File: src/rtl/cyl_convert_arbiter_pkg.sv
// ---------------------------------------------------------------------------
// cyl_pkg
// Shared constants and the result record type for the cylindrical converter
// arbiter. The result record is sized for the largest supported requester
// count (8), so the arbiter top can be built for 2..8 requesters without
// touching the package. Theta width follows the default rotational
// resolution of the converter.
// ---------------------------------------------------------------------------
package cyl_pkg;

    // Default configuration of the shared converter
    localparam int NUM_REQ_DEF               = 3;
    localparam int NUM_REQ_MAX               = 8;
    localparam int CONV_LATENCY_DEF          = 2;
    localparam int ROTATIONAL_RESOLUTION_DEF = 64;

    // Field widths
    localparam int TW       = $clog2(ROTATIONAL_RESOLUTION_DEF);
    localparam int ID_W     = $clog2(NUM_REQ_MAX);
    localparam int RADIUS_W = 6;
    localparam int ZOUT_W   = 6;
    localparam int COORD_W  = 8;

    // One converted point, tagged with the requester that issued it
    typedef struct packed {
        logic [ID_W-1:0]     id;
        logic [TW-1:0]       theta;
        logic [RADIUS_W-1:0] radius;
        logic [ZOUT_W-1:0]   z;
    } cyl_result_t;

endpackage

File: src/rtl/cyl_convert_arbiter_result_fifo.sv
// ---------------------------------------------------------------------------
// cyl_result_fifo
// Synchronous first-word-fall-through FIFO holding converter results.
// The head entry is visible on head_o whenever empty_o is low; pop_i
// consumes it. Push and pop in the same cycle are accepted at any
// occupancy, including full (the pop makes room for the push). A push
// into a full FIFO without a pop is ignored; the owner is expected to
// flag that condition.
//
// Ports:
//   clk_i        clock
//   rst_i        synchronous active-high reset (empties the FIFO)
//   push_i       write push_data_i at the tail
//   push_data_i  result record to write
//   pop_i        consume the head entry (ignored when empty)
//   head_o       head entry (only meaningful when empty_o is low)
//   empty_o      FIFO holds no entries
//   full_o       FIFO holds DEPTH entries
//   count_o      current occupancy 0..DEPTH
// ---------------------------------------------------------------------------
module cyl_result_fifo
    import cyl_pkg::*;
#(
    parameter  int DEPTH = 8,
    localparam int AW    = $clog2(DEPTH),
    localparam int CW    = $clog2(DEPTH + 1)
) (
    input  logic          clk_i,
    input  logic          rst_i,
    input  logic          push_i,
    input  cyl_result_t   push_data_i,
    input  logic          pop_i,
    output cyl_result_t   head_o,
    output logic          empty_o,
    output logic          full_o,
    output logic [CW-1:0] count_o
);

    cyl_result_t   mem_q [DEPTH];
    logic [AW-1:0] wr_ptr_q, wr_ptr_d;
    logic [AW-1:0] rd_ptr_q, rd_ptr_d;
    logic [CW-1:0] count_q, count_d;
    logic          do_push;
    logic          do_pop;

    assign empty_o = (count_q == '0);
    assign full_o  = (count_q == CW'(DEPTH));
    assign count_o = count_q;
    assign head_o  = mem_q[rd_ptr_q];

    // A pop frees the slot in the same edge, so push-while-full is fine
    // as long as the head leaves at the same time.
    assign do_pop  = pop_i && !empty_o;
    assign do_push = push_i && (!full_o || do_pop);

    // Pointer and occupancy next-state; DEPTH is a power of two so the
    // pointers simply wrap.
    always_comb begin
        wr_ptr_d = wr_ptr_q;
        rd_ptr_d = rd_ptr_q;
        count_d  = count_q;
        if (do_push) begin
            wr_ptr_d = wr_ptr_q + AW'(1);
        end
        if (do_pop) begin
            rd_ptr_d = rd_ptr_q + AW'(1);
        end
        case ({do_push, do_pop})
            2'b10:   count_d = count_q + CW'(1);
            2'b01:   count_d = count_q - CW'(1);
            default: count_d = count_q;
        endcase
    end

    always_ff @(posedge clk_i) begin
        if (rst_i) begin
            wr_ptr_q <= '0;
            rd_ptr_q <= '0;
            count_q  <= '0;
        end else begin
            wr_ptr_q <= wr_ptr_d;
            rd_ptr_q <= rd_ptr_d;
            count_q  <= count_d;
        end
    end

    // Storage needs no reset: nothing is visible until count_q says so.
    always_ff @(posedge clk_i) begin
        if (do_push) begin
            mem_q[wr_ptr_q] <= push_data_i;
        end
    end

endmodule

File: src/rtl/cyl_convert_arbiter.sv
// ---------------------------------------------------------------------------
// cyl_convert_arbiter
// Shares one fixed-latency cartesian-to-cylindrical converter among
// NUM_REQ point sources. A round-robin arbiter grants at most one point
// per cycle, the point is registered onto the converter inputs, and the
// requester ID travels alongside it in a tag shift register. When the
// converter result appears, it is written with its ID into a result FIFO.
// The converter cannot be stalled, so issue is limited by credits: a point
// is only granted when the FIFO is guaranteed to have room for it.
//
// Ports:
//   clk_in, rst_in        clock, synchronous active-high reset
//   enable_in             allow new grants (in-flight points always drain)
//   req_valid/req_ready   per-requester handshake, req_ready is one-hot
//   req_x/req_y/req_z     per-requester cartesian coordinates
//   cv_x/cv_y/cv_z        registered coordinates to the converter
//   cv_new_data           registered strobe to the converter
//   cv_theta/cv_radius    converter results
//   cv_zout               converter z output (z_out)
//   cv_data_ready         converter result strobe
//   rsp_valid/rsp_ready   result handshake at the FIFO head
//   rsp_id                requester that issued the head result
//   rsp_theta/radius/z    head result (zero while rsp_valid is low)
//   sync_err              sticky: converter strobe and tag pipe disagreed,
//                         or a result arrived with the FIFO full
// ---------------------------------------------------------------------------
module cyl_convert_arbiter
    import cyl_pkg::*;
#(
    parameter  int NUM_REQ               = NUM_REQ_DEF,
    parameter  int CONV_LATENCY          = CONV_LATENCY_DEF,
    parameter  int FIFO_DEPTH            = 8,
    parameter  int ROTATIONAL_RESOLUTION = ROTATIONAL_RESOLUTION_DEF,
    localparam int THETA_W               = $clog2(ROTATIONAL_RESOLUTION),
    localparam int ID_BITS               = $clog2(NUM_REQ),
    localparam int CW                    = $clog2(FIFO_DEPTH + 1)
) (
    input  logic                              clk_in,
    input  logic                              rst_in,
    input  logic                              enable_in,
    input  logic [NUM_REQ-1:0]                req_valid,
    output logic [NUM_REQ-1:0]                req_ready,
    input  logic [NUM_REQ-1:0][COORD_W-1:0]   req_x,
    input  logic [NUM_REQ-1:0][COORD_W-1:0]   req_y,
    input  logic [NUM_REQ-1:0][COORD_W-1:0]   req_z,
    output logic [COORD_W-1:0]                cv_x,
    output logic [COORD_W-1:0]                cv_y,
    output logic [COORD_W-1:0]                cv_z,
    output logic                              cv_new_data,
    input  logic [THETA_W-1:0]                cv_theta,
    input  logic [RADIUS_W-1:0]               cv_radius,
    input  logic [ZOUT_W-1:0]                 cv_zout,
    input  logic                              cv_data_ready,
    output logic                              rsp_valid,
    input  logic                              rsp_ready,
    output logic [ID_BITS-1:0]                rsp_id,
    output logic [THETA_W-1:0]                rsp_theta,
    output logic [RADIUS_W-1:0]               rsp_radius,
    output logic [ZOUT_W-1:0]                 rsp_z,
    output logic                              sync_err
);

    localparam int RRW = ID_BITS + 1;

    // Round-robin state and grant
    logic [ID_BITS-1:0] rr_last_q, rr_last_d;
    logic [ID_BITS-1:0] grant_idx;
    logic               grant_found;
    logic [NUM_REQ-1:0] grant_oh;
    logic               can_issue;
    logic               transfer;

    // Issue register feeding the converter
    logic [COORD_W-1:0] cv_x_q, cv_x_d;
    logic [COORD_W-1:0] cv_y_q, cv_y_d;
    logic [COORD_W-1:0] cv_z_q, cv_z_d;
    logic               cv_new_data_q, cv_new_data_d;
    logic [ID_BITS-1:0] issue_id_q, issue_id_d;

    // Tag pipe: mirrors the converter latency behind the issue register
    logic [CONV_LATENCY-1:0]              tag_valid_q, tag_valid_d;
    logic [CONV_LATENCY-1:0][ID_BITS-1:0] tag_id_q, tag_id_d;
    logic                                 tag_head_valid;
    logic [ID_BITS-1:0]                   tag_head_id;

    // Credits and result path
    logic [CW-1:0] inflight_q, inflight_d;
    logic [CW-1:0] fifo_count;
    logic [CW:0]   credit_sum;
    logic          fifo_empty;
    logic          fifo_full;
    logic          push_req;
    logic          pop;
    logic          overflow;
    logic          mismatch;
    logic          sync_err_q, sync_err_d;
    cyl_result_t   push_data;
    cyl_result_t   fifo_head;

    // Credit check uses only registered counts, so a pop this cycle does
    // not open a slot until the next cycle. Every point that may still
    // produce a result is counted, which keeps the FIFO from overflowing
    // even though the converter never waits.
    assign credit_sum = {1'b0, fifo_count} + {1'b0, inflight_q};
    assign can_issue  = enable_in && (credit_sum < RRW'(0) + (CW+1)'(FIFO_DEPTH));

    // Search the requesters starting just after the last granted one and
    // wrapping; the first valid one wins. The candidate index is kept one
    // bit wider so the wrap subtraction cannot overflow.
    always_comb begin
        logic [RRW-1:0] cand_w;
        grant_idx   = rr_last_q;
        grant_found = 1'b0;
        grant_oh    = '0;
        cand_w      = '0;
        for (int i = 1; i <= NUM_REQ; i++) begin
            cand_w = {1'b0, rr_last_q} + RRW'(i);
            if (cand_w >= RRW'(NUM_REQ)) begin
                cand_w = cand_w - RRW'(NUM_REQ);
            end
            if (!grant_found && req_valid[cand_w[ID_BITS-1:0]]) begin
                grant_found = 1'b1;
                grant_idx   = cand_w[ID_BITS-1:0];
            end
        end
        if (can_issue && grant_found) begin
            grant_oh[grant_idx] = 1'b1;
        end
    end

    assign req_ready = grant_oh;
    assign transfer  = can_issue && grant_found;

    // Issue register and round-robin pointer. Coordinates hold their last
    // value between points so the converter inputs stay quiet.
    always_comb begin
        rr_last_d     = rr_last_q;
        cv_x_d        = cv_x_q;
        cv_y_d        = cv_y_q;
        cv_z_d        = cv_z_q;
        issue_id_d    = issue_id_q;
        cv_new_data_d = transfer;
        if (transfer) begin
            rr_last_d  = grant_idx;
            cv_x_d     = req_x[grant_idx];
            cv_y_d     = req_y[grant_idx];
            cv_z_d     = req_z[grant_idx];
            issue_id_d = grant_idx;
        end
    end

    // The tag pipe starts from the issue register, so its head lines up
    // with cv_data_ready CONV_LATENCY cycles after cv_new_data.
    always_comb begin
        tag_valid_d    = tag_valid_q;
        tag_id_d       = tag_id_q;
        tag_valid_d[0] = cv_new_data_q;
        tag_id_d[0]    = issue_id_q;
        for (int i = 1; i < CONV_LATENCY; i++) begin
            tag_valid_d[i] = tag_valid_q[i-1];
            tag_id_d[i]    = tag_id_q[i-1];
        end
    end

    assign tag_head_valid = tag_valid_q[CONV_LATENCY-1];
    assign tag_head_id    = tag_id_q[CONV_LATENCY-1];

    // A result is only written when the converter and the tag pipe agree.
    // Any disagreement, or a result arriving with no room, is latched in
    // sync_err and the result is discarded.
    assign push_req = tag_head_valid && cv_data_ready;
    assign mismatch = tag_head_valid != cv_data_ready;
    assign pop      = rsp_valid && rsp_ready;
    assign overflow = push_req && fifo_full && !pop;
    assign sync_err_d = sync_err_q || mismatch || overflow;

    assign push_data = '{
        id:     ID_W'(tag_head_id),
        theta:  TW'(cv_theta),
        radius: cv_radius,
        z:      cv_zout
    };

    // A point stops consuming a credit once its tag leaves the pipe,
    // whether its result was written or dropped.
    always_comb begin
        inflight_d = inflight_q;
        case ({transfer, tag_head_valid})
            2'b10:   inflight_d = inflight_q + CW'(1);
            2'b01:   inflight_d = inflight_q - CW'(1);
            default: inflight_d = inflight_q;
        endcase
    end

    always_ff @(posedge clk_in) begin
        if (rst_in) begin
            rr_last_q     <= ID_BITS'(NUM_REQ - 1);
            cv_x_q        <= '0;
            cv_y_q        <= '0;
            cv_z_q        <= '0;
            cv_new_data_q <= 1'b0;
            issue_id_q    <= '0;
            tag_valid_q   <= '0;
            tag_id_q      <= '0;
            inflight_q    <= '0;
            sync_err_q    <= 1'b0;
        end else begin
            rr_last_q     <= rr_last_d;
            cv_x_q        <= cv_x_d;
            cv_y_q        <= cv_y_d;
            cv_z_q        <= cv_z_d;
            cv_new_data_q <= cv_new_data_d;
            issue_id_q    <= issue_id_d;
            tag_valid_q   <= tag_valid_d;
            tag_id_q      <= tag_id_d;
            inflight_q    <= inflight_d;
            sync_err_q    <= sync_err_d;
        end
    end

    cyl_result_fifo #(
        .DEPTH (FIFO_DEPTH)
    ) u_result_fifo (
        .clk_i       (clk_in),
        .rst_i       (rst_in),
        .push_i      (push_req),
        .push_data_i (push_data),
        .pop_i       (pop),
        .head_o      (fifo_head),
        .empty_o     (fifo_empty),
        .full_o      (fifo_full),
        .count_o     (fifo_count)
    );

    assign cv_x        = cv_x_q;
    assign cv_y        = cv_y_q;
    assign cv_z        = cv_z_q;
    assign cv_new_data = cv_new_data_q;
    assign sync_err    = sync_err_q;

    // Result fields read as zero whenever nothing is at the head
    assign rsp_valid  = !fifo_empty;
    assign rsp_id     = rsp_valid ? ID_BITS'(fifo_head.id) : '0;
    assign rsp_theta  = rsp_valid ? THETA_W'(fifo_head.theta) : '0;
    assign rsp_radius = rsp_valid ? fifo_head.radius : '0;
    assign rsp_z      = rsp_valid ? fifo_head.z : '0;

endmodule

File: config.mk
export PLATFORM = sky130hd
export DESIGN_NAME = cyl_convert_arbiter
export DESIGN_NICKNAME = d
export VERILOG_FILES = /design/src/rtl/cyl_convert_arbiter_pkg.sv /design/src/rtl/cyl_convert_arbiter_result_fifo.sv /design/src/rtl/cyl_convert_arbiter.sv
export SDC_FILE = /design/constraint.sdc
export NUM_CORES = 1
export LEC_CHECK = 0
export ABC_AREA = 1
export BUFFER_PORTS_ARGS = -buffer_cell sky130_fd_sc_hd__buf_2
export CORE_MARGIN = 2
export CORE_UTILIZATION = 57
export DETAILED_ROUTE_END_ITERATION = 8
export PLACE_DENSITY = 0.88
export SLEW_MARGIN = 40
export SYNTH_ARGS = -nofsm -noshare
export SYNTH_HDL_FRONTEND = slang
export SYNTH_SLANG_ARGS = --single-unit
File: constraint.sdc
create_clock -name clk_in -period 3.3 [get_ports clk_in]
set_input_delay 0.495 -clock clk_in [delete_from_list [all_inputs] [get_ports clk_in]]
set_output_delay 0.495 -clock clk_in [all_outputs]
set_load 0.01 [all_outputs]
* Word-level counts from Yosys, hierarchy flattened
Memory sizes are Yosys's and may differ from the RTL's. A register that Yosys moved wholly into a read port is not among the register bits. Cells that the tools add are included.
Word-level totals: output and inout bits 50, logic and storage cells 99, memories kept 1, flip-flop bits (word level) 50, input port bits 98, RAM bits 160
Cells by class: muxes and demuxes 34, add/sub/neg operators 13, reduce and logical (&&, ||, !) cells 22, equal/unequal tests 6, $lt $le $gt $ge 9
Memories:
- u_result_fifo.mem_q | depth 8, bits a word 20, rd ports 1, clocked after memory_dff 1, write ports 1, line cyl_convert_arbiter_result_fifo.sv:39 | cyl_result_t mem_q [DEPTH];
Operator list (count):
- 8-bit binary-select mux with 2-bit select | 3
- 8-bit two-way mux | 3
- 6-bit two-way mux | 3
- 4-bit one-hot mux with 2 select lines | 2
- 2-bit two-way mux | 7
- 2-bit by 3-bit less-than comparator with 1-bit output, second input constant | 4
- 1-bit logical AND | 11
- 3-bit by 2-bit >= comparator with 1-bit output, second input constant | 3
- 1-bit two-way mux | 9
- 3-bit two-way mux | 3
- 4-bit by 1-bit adder with 4-bit output, second input constant | 2
- 4-bit by 1-bit subtractor with 4-bit output, second input constant | 2
- 2-bit by 2-bit adder with 3-bit output, second input constant | 2
- 3-bit by 1-bit adder with 3-bit output, second input constant | 2
- 1-bit binary-select mux with 2-bit select | 3
- 2-bit subtractor, second input constant | 3
- 4-bit by 4-bit adder with 5-bit output | 1
- 1-bit logical NOT | 5
- 5-bit by 4-bit less-than comparator with 1-bit output, second input constant | 1
- 2-bit by 1-bit equality test with 1-bit output, second input constant | 2
- 2-bit equality test, second input constant | 2
- 4-bit equality test, second input constant | 1
- 4-bit logical NOT | 1
- 2-bit nonzero test | 2
- 5 further kinds | 7

* Depth between registers and ports, before layout
depth after elaboration 17, gate-level depth with buffers 19, gate-level depth less buffers 18

* Modules after synthesis
From an unflattened synthesis, not the netlist that was laid out.
Unflattened totals: cell total of the unflattened synthesis 969, area total of the unflattened synthesis 9988.3 um2
Modules (own cells, without submodules):
- cyl_result_fifo | area an instance 7225.7 um2, cells each 523, instances 1, seq. area each 5305.1 um2
- cyl_convert_arbiter | area an instance 2762.6 um2, cells each 446, instances 1, seq. area each 780.7 um2

* Worst setup path after synthesis
Ideal clock, no wire load.
kind register -> register, start register rr_last_q[0], end register inflight_q[3], clock period less this slack 2.737 ns, path slack 0.563 ns, setup time 0.122 ns, data arrival time 2.615 ns, stages on the path, launching flop included 20, required time 3.178 ns, path buffers 1, cell sequence dfxtp_1 inv_2 ha_1 buf_6 inv_4 nand2_1 nand2_1 nor2_1 nor2_2 inv_2 nand2_2 nand3_4 ha_1 ha_1 a21oi_1 nand2_1 a21oi_1 o21ai_0 o21ai_0 a21oi_1
Between the ends: word-level cells in the longest chain between the ends 15, elaborated cells on any way between the ends 30, those cells by class add/sub: 6; order compare: 3; eq/ne: 2; mux: 13; reduce/logical: 6
RTL lines:
- start: declaration | line cyl_convert_arbiter.sv:66 | logic [ID_BITS-1:0] rr_last_q, rr_last_d;
- start signal: assignment | line cyl_convert_arbiter.sv:197 | rr_last_q <= ID_BITS'(NUM_REQ - 1);
- start signal: assignment | line cyl_convert_arbiter.sv:208 | rr_last_q <= rr_last_d;
- 2-bit by 1-bit adder with 3-bit output | line cyl_convert_arbiter.sv:117 | cand_w = {1'b0, rr_last_q} + RRW'(i);
- 3-bit by 2-bit >= comparator with 1-bit output or 2-bit subtractor (tied branches) | line cyl_convert_arbiter.sv:118, cyl_convert_arbiter.sv:119
- 2-bit two-way mux | line cyl_convert_arbiter.sv:118 | if (cand_w >= RRW'(NUM_REQ)) begin
- 1-bit binary-select mux with 2-bit select | line cyl_convert_arbiter.sv:121 | if (!grant_found && req_valid[cand_w[ID_BITS-1:0]]) begin
- 1-bit two-way mux (implied by the code) | line cyl_convert_arbiter.sv:121
- 1-bit two-way mux | line cyl_convert_arbiter.sv:121
- 1-bit logical NOT | line cyl_convert_arbiter.sv:121
- 1-bit logical AND | line cyl_convert_arbiter.sv:121
- 1-bit two-way mux | line cyl_convert_arbiter.sv:121
- 1-bit logical NOT | line cyl_convert_arbiter.sv:121
- 1-bit logical AND | line cyl_convert_arbiter.sv:121
- 1-bit two-way mux * | line cyl_convert_arbiter.sv:121
- 1-bit logical AND * | line cyl_convert_arbiter.sv:132 | assign transfer = can_issue && grant_found;
- 2-bit by 1-bit equality test with 1-bit output or 2-bit equality test (tied branches) | line cyl_convert_arbiter.sv:188 | case ({transfer, tag_head_valid})
- 4-bit one-hot mux with 2 select lines or 2-bit nonzero test (tied branches)
- end signal: assignment | line cyl_convert_arbiter.sv:216 | inflight_q <= inflight_d;
- end: declaration | line cyl_convert_arbiter.sv:87 | logic [CW-1:0] inflight_q, inflight_d;
Mark *: on every way between the ends. The rest lies on a longest branch, timed or not. The select of a mux whose other input is x is not followed. A chain may end at the register's enable or synchronous reset.

* Worst setup path after layout
start register rr_last_q[0], end output port req_ready[2]
Between the ends: word-level cells in the longest chain between the ends 17, elaborated cells on any way between the ends 35, those cells by class add/sub: 6; order compare: 5; mux: 18; reduce/logical: 6
RTL lines:
- 2-bit by 1-bit adder with 3-bit output | line cyl_convert_arbiter.sv:117
- 3-bit by 2-bit >= comparator with 1-bit output or 2-bit subtractor (tied branches) | line cyl_convert_arbiter.sv:118, cyl_convert_arbiter.sv:119
- 2-bit two-way mux | line cyl_convert_arbiter.sv:118
- 1-bit binary-select mux with 2-bit select | line cyl_convert_arbiter.sv:121
- 1-bit two-way mux (implied by the code) | line cyl_convert_arbiter.sv:121
- 1-bit two-way mux | line cyl_convert_arbiter.sv:121
- 1-bit logical NOT | line cyl_convert_arbiter.sv:121
- 1-bit logical AND | line cyl_convert_arbiter.sv:121
- 1-bit two-way mux | line cyl_convert_arbiter.sv:121
- 1-bit logical NOT | line cyl_convert_arbiter.sv:121
- 1-bit logical AND | line cyl_convert_arbiter.sv:121
- 2-bit two-way mux | line cyl_convert_arbiter.sv:121
- 2-bit by 3-bit less-than comparator with 1-bit output (implied by the code) or 2-bit by 1-bit >= comparator with 1-bit output (tied branches) | line cyl_convert_arbiter.sv:127 | grant_oh[grant_idx] = 1'b1;
- 1-bit logical AND (implied by the code) | line cyl_convert_arbiter.sv:127
- 1-bit two-way mux (implied by the code) | line cyl_convert_arbiter.sv:127
- 1-bit demux with 2-bit select | line cyl_convert_arbiter.sv:127
- 3-bit two-way mux * | line cyl_convert_arbiter.sv:126 | if (can_issue && grant_found) begin
- end: declaration | line cyl_convert_arbiter.sv:42 | output logic [NUM_REQ-1:0] req_ready,
Marks and branches as above.

==> impl_metrics.env <==
export IMPL_outcome="finished, final reports clean"
export IMPL_critPathArrivalTime_ps=2520
export IMPL_skew_ps=7.575
export IMPL_yosysUniqueCellTypes=31
export IMPL_synth_seq_area_share=0.6130
export IMPL_criticalPathCategory="reg -> out"
export IMPL_setup_viol=0
export IMPL_syn_area_sq_um=9535
export IMPL_path_clk_slew_ps=60
export IMPL_post_cts_buffers=0
export IMPL_antenna_cells=0
export IMPL_layout_cells_non_filler=1365
export IMPL_root_buffer="clkbuf_16"
export IMPL_cap_violations=0
export IMPL_layout_commonest_cell="nor2_1"
export IMPL_routedWlPerCell_um=15.83
export IMPL_finalWirelength_um=21600
export IMPL_numCtsBuffers=22
export IMPL_io_pins=148
export IMPL_tns_ps=0
export IMPL_leakagePower_nw=4.743
export IMPL_synth_fp_nets=1111
export IMPL_powerDensity_nw_per_um2=949.3
export IMPL_crit_path_end_kind="output port"
export IMPL_postLayoutCoreUtil=0.6831
export IMPL_grt_overflow_total=0
export IMPL_timing_hold_ws_ps=261.4
export IMPL_finalCriticalPeriod_ps=3017
export IMPL_vias_per_cell=5.522
export IMPL_cts_resized_gates=0
export IMPL_power_mw=10.68
export IMPL_rows=47
export IMPL_worst_pin_slew_ps=825.7
export IMPL_final_cell_mix="188 x nor2_1, 163 x nand2_1, 160 x edfxtp_1, 147 x buf_2, 114 x o21ai_0"
export IMPL_fin_nets=1244
export IMPL_antenna_found_initial=0
export IMPL_core_area_sq_um=16470
export IMPL_min_path_type="in -> reg"
export IMPL_ctsHoldBuffers=0
export IMPL_worst_slack_ps=283.5
export IMPL_hold_viol=0
export IMPL_syn_avg_cell_area_sq_um=9.574
export IMPL_grt_usage=0.2441
export IMPL_synth_cells=996
export IMPL_die_w_um=133.3
export IMPL_synthTopCellsByArea="edfxtp_1 50%, dfxtp_1 11%, nor2_1 7.7%"
export IMPL_hpwlAfterDp_um=13150
export IMPL_worstPathRequired_ps=2800
export IMPL_rsz0062_at_grt="no"
export IMPL_cts_tree="built"
export IMPL_dp_cells=1325
export IMPL_synth_top_cell_area_share=0.5039
export IMPL_grt_max_degree=81
export IMPL_ys_ff_latch=212
export IMPL_clock_latency_ps=500
export IMPL_detail_route_iter0_violations=664
export IMPL_portBuffers=147
export IMPL_vias=7537
export IMPL_grt_pass1_wl_um=35160
export IMPL_max_clock_freq_mhz=331.5
export IMPL_start_kind="flop"
export IMPL_fin_area_sq_um=11250
export IMPL_die_y_um=133.3
export IMPL_synth_top_area_cell="edfxtp_1"
export IMPL_post_dp_cell_area_sq_um=10450
export IMPL_drcViolationCount=0
export IMPL_clock_path_buffers=3
export IMPL_drtAntennaViolNets=0
export IMPL_slew_violations=0
export IMPL_slew_headroom=0.4495
export IMPL_preCtsSetupSlack_ps=236.7
export IMPL_drive_gt1_frac=0.2009
export IMPL_grt_pass1_vias=7270
export IMPL_peakVddDrop_uv=783.7
export IMPL_cp_max_fo=14
export IMPL_post_route_period_util=0.9141
export IMPL_die_area_sq_um=17780
export IMPL_htreeDepth=1
export IMPL_syn_to_final_growth_pct=17.96
export IMPL_ys_warn_count=0
export IMPL_initial_core_util=0.5791
export IMPL_first_pass_iters=7
export IMPL_cts_sinks=212
export IMPL_gp_congestion=0.8786
export IMPL_fillers=1187
[worst max-delay path, cell delays in order (launching register included)]
cell,delay [ps]
dfxtp_1,420
inv_2,120
ha_4,350
inv_4,60
nand2_2,60
nand3_2,80
nand2_2,120
nand2_1,80
inv_2,80
nand4_1,90
nand2_2,260
nand2_1,120
inv_1,70
buf_2,130
[flip-flops by register name (all words and copies together) (netlist names), 3 cells and up, named ones only]
signal	cells
cv_z	8
cv_y	8
cv_x	8
inflight_q	4
u_result_fifo.rd_ptr_q	3
u_result_fifo.wr_ptr_q	3
u_result_fifo.mem_q	160
u_result_fifo.count_o	4
[layout make-up]
cell class | instances | area [sq um] | share of cell area
Clock inverter | 12 | 173.9 | 0.01546
Inverter | 72 | 272.8 | 0.02425
Multi-Input combinational cell | 654 | 3164 | 0.2813
Sequential cell | 212 | 5847 | 0.5198
Timing Repair Buffer | 167 | 910.9 | 0.08098
Clock buffer | 28 | 604.3 | 0.05373
Tap cell | 220 | 275.3 | 0.02447
[Yosys cell counts]
cell type	count
nand3_1	61
clkbuf_1	39
a21boi_1	6
a21oi_1	19
a21boi_0	18
nor3_1	2
nor2_2	1
buf_6	5
o22ai_1	21
nand2_2	5
inv_1	64
ha_1	15
nor4_1	1
nand3_4	1
nand3_2	3
clkinv_1	2
xnor2_1	2
a31oi_1	20
inv_2	5
o21ai_0	114
buf_4	7
nor2_1	196
o21ai_1	1
dfxtp_1	52
nand2_1	163
edfxtp_1	160
nand4_1	2
o211ai_1	1
inv_4	1
fa_1	2
buf_2	7
[path summary, 6_finish.rpt]
path                              startpoint                   endpoint  slack (ps)  depth (start not counted)
worst max register to register  rr_last_q[0]              inflight_q[3]         330                         17
worst max-delay path            rr_last_q[0]               req_ready[2]         280                         13
worst min register to register   tag_id_d[3]             tag_head_id[1]         410                          2
worst min-delay path              cv_zout[0]  u_result_fifo.mem_q[5][0]         260                          1
[metal layers]
metal,up-vias,GRT usage,part of all wire
met5,-,0,0
met4,0,0.09515,0.032
met3,54,0.03995,0.070
met2,309,0.4384,0.51
met1,3526,0.2952,0.39
li1,3648,-,-
[where the power goes]
group	total [mW]	switching, mW	internal (mW)
sequential	3.25	0.141	3.10
clock	2.62	1.00	1.62
combinational	4.81	3.22	1.59
[cell families after synthesis]
family,share of synthesized area
and+or+nand+nor,0.1853
DFF,0.6130
AOI/OAI and AO/OA,0.1169
buffers and inverters,0.05905
adders and majority gates,0.02388
xor gates and xnor gates,0.001837
Note: power is estimated with default switching activity, not from simulation.
